<file path="src/rtl/h80uart_pkg.sv">
// h80uart shared types: transmitter states, divisor rounding, frame length.
// Frame length follows H80UART_TX_PARITY_EN (8E1 when defined, else 8N1).
package h80uart_pkg;

    typedef enum logic [2:0] {
        S_IDLE,
        S_START,
        S_DATA,
        S_PARITY,
        S_STOP
    } tx_state_e;

`ifdef H80UART_TX_PARITY_EN
    localparam int FRAME_BITS = 11;
`else
    localparam int FRAME_BITS = 10;
`endif

    function automatic int baud_div(input int clk_hz, input int baud);
        return (clk_hz + baud / 2) / baud;
    endfunction

endpackage

</file>
<file path="src/rtl/h80uart_fifo.sv">
// h80uart synchronous FIFO; pointers carry an extra MSB to tell full from empty.
module h80uart_fifo #(
    parameter int WIDTH = 8,
    parameter int DEPTH = 16
) (
    input  logic                     sysclk,
    input  logic                     reset,
    input  logic                     push,
    input  logic                     pop,
    input  logic [WIDTH-1:0]         wr_data,
    output logic [WIDTH-1:0]         rd_data,
    output logic                     full,
    output logic                     empty,
    output logic [$clog2(DEPTH):0]   level
);
    import h80uart_pkg::*;

    localparam int AW = $clog2(DEPTH);

    logic [WIDTH-1:0] mem [DEPTH];
    logic [AW:0]      wr_ptr;
    logic [AW:0]      rd_ptr;
    logic             do_push;
    logic             do_pop;

    assign do_push = push && !full;
    assign do_pop  = pop && !empty;

    always_ff @(posedge sysclk) begin
        if (reset) begin
            wr_ptr <= '0;
            rd_ptr <= '0;
        end else begin
            if (do_push) wr_ptr <= wr_ptr + (AW+1)'(1);
            if (do_pop)  rd_ptr <= rd_ptr + (AW+1)'(1);
        end
    end

    always_ff @(posedge sysclk) begin
        if (do_push) mem[wr_ptr[AW-1:0]] <= wr_data;
    end

    assign rd_data = mem[rd_ptr[AW-1:0]];
    assign empty   = (wr_ptr == rd_ptr);
    assign full    = (wr_ptr[AW] != rd_ptr[AW]) &&
                     (wr_ptr[AW-1:0] == rd_ptr[AW-1:0]);
    assign level   = wr_ptr - rd_ptr;

endmodule

</file>
<file path="src/rtl/h80uart_tx.sv">
// h80uart buffered transmitter: FIFO, baud counter, shifter and frame FSM.
// Define H80UART_TX_PARITY_EN to insert an even-parity bit (8E1).
module h80uart_tx #(
    parameter int CLK_FREQ   = 50000000,
    parameter int BAUD       = 115200,
    parameter int FIFO_DEPTH = 16
) (
    input  logic                          sysclk,
    input  logic                          reset,
    input  logic [7:0]                    tx_data,
    input  logic                          tx_en,
    output logic                          tx_busy,
    output logic [$clog2(FIFO_DEPTH):0]   tx_level,
    output logic                          tx_idle,
    output logic                          uart_txp
);
    import h80uart_pkg::*;

    localparam int DIV = baud_div(CLK_FREQ, BAUD);
    localparam int CW  = (DIV > 1) ? $clog2(DIV) : 1;

    tx_state_e   state, state_d;
    logic [CW-1:0] cnt, cnt_d;
    logic [2:0]  bit_idx, bit_idx_d;
    logic [7:0]  shreg, shreg_d;
    logic        line_d;
    logic        bit_end;
    logic        was_idle;
    logic        fifo_pop;
    logic        fifo_empty;
    logic [7:0]  fifo_rdata;
`ifdef H80UART_TX_PARITY_EN
    logic        par_q;
`endif

    h80uart_fifo #(
        .WIDTH (8),
        .DEPTH (FIFO_DEPTH)
    ) u_fifo (
        .sysclk  (sysclk),
        .reset   (reset),
        .push    (tx_en),
        .pop     (fifo_pop),
        .wr_data (tx_data),
        .rd_data (fifo_rdata),
        .full    (tx_busy),
        .empty   (fifo_empty),
        .level   (tx_level)
    );

    assign bit_end = (cnt == CW'(DIV - 1));

    always_comb begin
        state_d   = state;
        cnt_d     = cnt;
        bit_idx_d = bit_idx;
        shreg_d   = shreg;
        fifo_pop  = 1'b0;
        line_d    = 1'b1;
        unique case (state)
            S_IDLE: begin
                if (!fifo_empty) begin
                    fifo_pop = 1'b1;
                    shreg_d  = fifo_rdata;
                    cnt_d    = '0;
                    state_d  = S_START;
                end
            end
            S_START: begin
                line_d = 1'b0;
                if (bit_end) begin
                    cnt_d     = '0;
                    bit_idx_d = '0;
                    state_d   = S_DATA;
                end else begin
                    cnt_d = cnt + CW'(1);
                end
            end
            S_DATA: begin
                line_d = shreg[0];
                if (bit_end) begin
                    cnt_d   = '0;
                    shreg_d = {1'b0, shreg[7:1]};
                    if (bit_idx == 3'd7) begin
`ifdef H80UART_TX_PARITY_EN
                        state_d = S_PARITY;
`else
                        state_d = S_STOP;
`endif
                    end else begin
                        bit_idx_d = bit_idx + 3'd1;
                    end
                end else begin
                    cnt_d = cnt + CW'(1);
                end
            end
`ifdef H80UART_TX_PARITY_EN
            S_PARITY: begin
                line_d = par_q;
                if (bit_end) begin
                    cnt_d   = '0;
                    state_d = S_STOP;
                end else begin
                    cnt_d = cnt + CW'(1);
                end
            end
`endif
            S_STOP: begin
                if (bit_end) begin
                    cnt_d   = '0;
                    state_d = S_IDLE;
                end else begin
                    cnt_d = cnt + CW'(1);
                end
            end
            default: state_d = S_IDLE;
        endcase
    end

    // Line and idle flag are registered so the pin never glitches.
    always_ff @(posedge sysclk) begin
        if (reset) begin
            state    <= S_IDLE;
            cnt      <= '0;
            bit_idx  <= '0;
            shreg    <= '0;
            uart_txp <= 1'b1;
            was_idle <= 1'b1;
            tx_idle  <= 1'b1;
        end else begin
            state    <= state_d;
            cnt      <= cnt_d;
            bit_idx  <= bit_idx_d;
            shreg    <= shreg_d;
            uart_txp <= line_d;
            was_idle <= (state == S_IDLE);
            tx_idle  <= fifo_empty && (state == S_IDLE) && was_idle;
        end
    end

`ifdef H80UART_TX_PARITY_EN
    always_ff @(posedge sysclk) begin
        if (reset) begin
            par_q <= 1'b0;
        end else if (fifo_pop) begin
            par_q <= ^fifo_rdata;
        end
    end
`endif

endmodule

</file>
<file path="config.mk">
export PLATFORM = sky130hd
export DESIGN_NAME = h80uart_tx
export DESIGN_NICKNAME = d
export VERILOG_FILES = /design/src/rtl/h80uart_pkg.sv /design/src/rtl/h80uart_fifo.sv /design/src/rtl/h80uart_tx.sv
export SDC_FILE = /design/constraint.sdc
export NUM_CORES = 1
export LEC_CHECK = 0
export BUFFER_PORTS_ARGS = -buffer_cell sky130_fd_sc_hd__buf_4
export CAP_MARGIN = 30
export CORE_MARGIN = 8
export CORE_UTILIZATION = 55
export CTS_CLUSTER_DIAMETER = 30
export DETAILED_ROUTE_END_ITERATION = 10
export GPL_TIMING_DRIVEN = 0
export PLACE_DENSITY = 0.72
export RECOVER_POWER = 50
export SLEW_MARGIN = 5
export SYNTH_ARGS = -nofsm -noshare
export SYNTH_HDL_FRONTEND = slang
export SYNTH_SLANG_ARGS = --single-unit
</file>
<file path="constraint.sdc">
create_clock -name sysclk -period 5.7 [get_ports sysclk]
set_input_delay 0 -clock sysclk [delete_from_list [all_inputs] [get_ports sysclk]]
set_output_delay 0 -clock sysclk [all_outputs]
set_load 0.02 [all_outputs]
</file>
==> metrics.cfg <==
[detailed_routing]
drtIter0Drc = 283
drc_errors = 0
route.antenna.remaining_nets = 0
vias_per_cell = 5.77
vias = 3993
drt_pre_antenna_iters = 5
routed_wl_um = 13700
wl_per_cell_um = 19.8

[floorplanning]
fp.coreArea_sq_um = 12500
die_h_um = 129
floorplan.rows = 41
start_util_pct = 55.8
fp.dieW_um = 129
io_pins = 19
die-area_sq_um = 16600

[synthesis]
yosys_warnings = 0
synth_area_leaders = edfxtp_1 (55%), dfxtp_1 (11%), mux4_2 (8.4%), ha_1 (2.3%), mux2i_1 (2.3%)
async_reset_ff_share_pct = 0
yosys_most_used_dff = edfxtp_1
syn-cell-area_sq_um = 6990
postSynthAreaPerCell_sq_um = 15.3
syn_nets = 483
synth.distinct_cells = 55
syn_inst = 458
ys_seq_elements = 168
synth_top_area_share_pct = 55.0
ys_seq_area_share_pct = 66.5
synth_edf_count = 128
yosys.area.top_type = edfxtp_1

[power]
p_per_area_nw_per_um2 = 395
finalPower_uw = 3140
leakage_uw = 0.00264
peakVddDrop_mv = 0.333

[cells_and_area]
layout_commonest_cell = edfxtp_1
fillers = 950
post-route-util_pct = 63.5
final_cells = 692
drive_above_1_share_pct = 15.4
antenna_cells = 0
layout_common_cells = edfxtp_1 (128), dfxtp_1 (40), nor2_1 (35)
nets = 533
area_delta_synth_final_pct = 13.8

[sta]
fin_crit_sh_pct = 56.4
drv_slew = 0
tns_ps = 0
timing.fmax_mhz = 311
hold_viol_final = 0
fin_skew_ps = 10.1
timing.final.crit_period_ps = 3220
hold_ws_ps = 457
relSlewSlack_pct = 38.9
tightestPinTransition_ps = 909
rsz0062_at_grt = no
setup_viol = 0

[global_routing]
global_route.usage.met2_pct = 29.0
top_usage_layer = met2
grt_max_degree = 17
use_met1_pct = 22.3
grt_pass1_vias = 3980
track_usage_pct = 17.8
met3_usage_pct = 4.84
overflow = 0
antenna_found_initial = 0
grt_first_pass_wirelength_um = 21600

[flow_run]
maxCapViolCount = 0

[setup_path]
endpoint_kind = register
crit_required_ps = 5830
arrival_ps = 3340
crit_path_max_fanout = 5
worst_setup_path_start_kind = register
worst-setup-path-type = register to register

[clock_network]
cts_max_level = 4
clkTransAtPathRegs_ps = 60
post_cts_buffers = 0
clockBufferDepth = 2
clock_latency_ps = 420
cts_tree = built
cts_sinks = 168
cts_root_buffer = clkbuf_16
cts_buffers = 17

[placement]
port_buffers = 18
dp.final_hpwl_um = 9150
dp_cells = 651
gp_congestion = 0.841

[status]
status = completed

[min_path]
worstHoldPathType = register to register

-- metal layers --
metal	vias to the layer above	share of wire (%)
met4	0	1.9
met1	2013	44
met3	19	3.8
li1	1874	-
met2	87	50
met5	-	0
-- Yosys cell counts (3+ instances only) --
cell,count
nor2b_1,4
o32ai_1,7
dfxtp_1,40
edfxtp_1,128
o211ai_1,3
a21o_1,3
nand2_1,11
inv_1,21
o21ai_0,9
mux2i_1,16
xnor2_1,6
a221oi_1,5
xor2_1,7
a221o_1,7
ha_1,13
clkbuf_1,8
or3_1,10
nand3_1,6
and2_1,5
nand2b_1,5
nor2_1,35
nor3_1,6
nand4_1,4
buf_2,4
mux4_2,26
buf_4,5
or2_2,6
a21oi_1,27
-- power breakdown --
group          internal [uW]  switching (uW)  leakage (uW)  total (uW)
sequential              1380            34.5       0.00148        1410
combinational            267             360      0.000886         628
clock                    643             455      0.000268        1100
-- worst paths after layout --
path	end	depth (start not counted)	from	slack [ps]
max	u_fifo.mem[2][2]	7	u_fifo.wr_ptr[0]	2480
max reg2reg	u_fifo.mem[2][2]	7	u_fifo.wr_ptr[0]	2480
min	bit_idx[2]	2	bit_idx[2]	460
min reg2reg	bit_idx[2]	2	bit_idx[2]	460
-- timing repair --
item | in CTS | in global routing
endpoints found under the hold margin | 139 | 0
hold buffers | 10 | 0
gates resized for setup | 0 | 0
-- critical path: stages (launching register included) --
cell      delay [ps]
dfxtp_1          430
inv_1            110
ha_1             320
and4_1           250
a21boi_0         600
nand2_1          260
nor3_1           650
buf_2            300
-- logic make-up (layout without fill, tap and decap cells) --
kind of cell	Yosys count	count (layout)	share of synthesized area (%)
flops	168	168	66.5
simple gates	104	104	8.09
compound gates	75	75	7.70
mux	42	42	10.7
buf+inv	41	103	2.65
fa+ha+maj	15	15	2.78
xor+xnor	13	13	1.63
-- flip-flops by register name, indices dropped and copies added (netlist names), 3 cells and up, named ones only --
name and count:
u_fifo.mem 128, cnt 9, shreg 8, u_fifo.rd_ptr 5, u_fifo.wr_ptr 5, bit_idx 3, state 3
-- through the flow --
| stage | setup WS, ps | area [sq um] |
|---|---|---|
| 6_report | 2480 | 7950 |
| 5_1_grt | 2200 | 7950 |
| 4_1_cts | 2700 | 8020 |
| 3_5_place_dp | 2720 | 7360 |
| 3_3_place_gp | 2450 | 7340 |
| 2_1_floorplan | 3230 | 6990 |
-- cell type report --
class / instances / area, sq um / share of cell area (%)
flip-flops and latches: 168 / 4640 / 58.4
multi-input cells: 249 / 2150 / 27.1
clock buffers: 20 / 437 / 5.49
well taps: 172 / 215 / 2.71
repair buffers: 31 / 196 / 2.47
clock inverters: 11 / 124 / 1.56
plain buffers: 19 / 101 / 1.27
inverters: 22 / 82.6 / 1.04
Power figures use the tool's default switching activity.
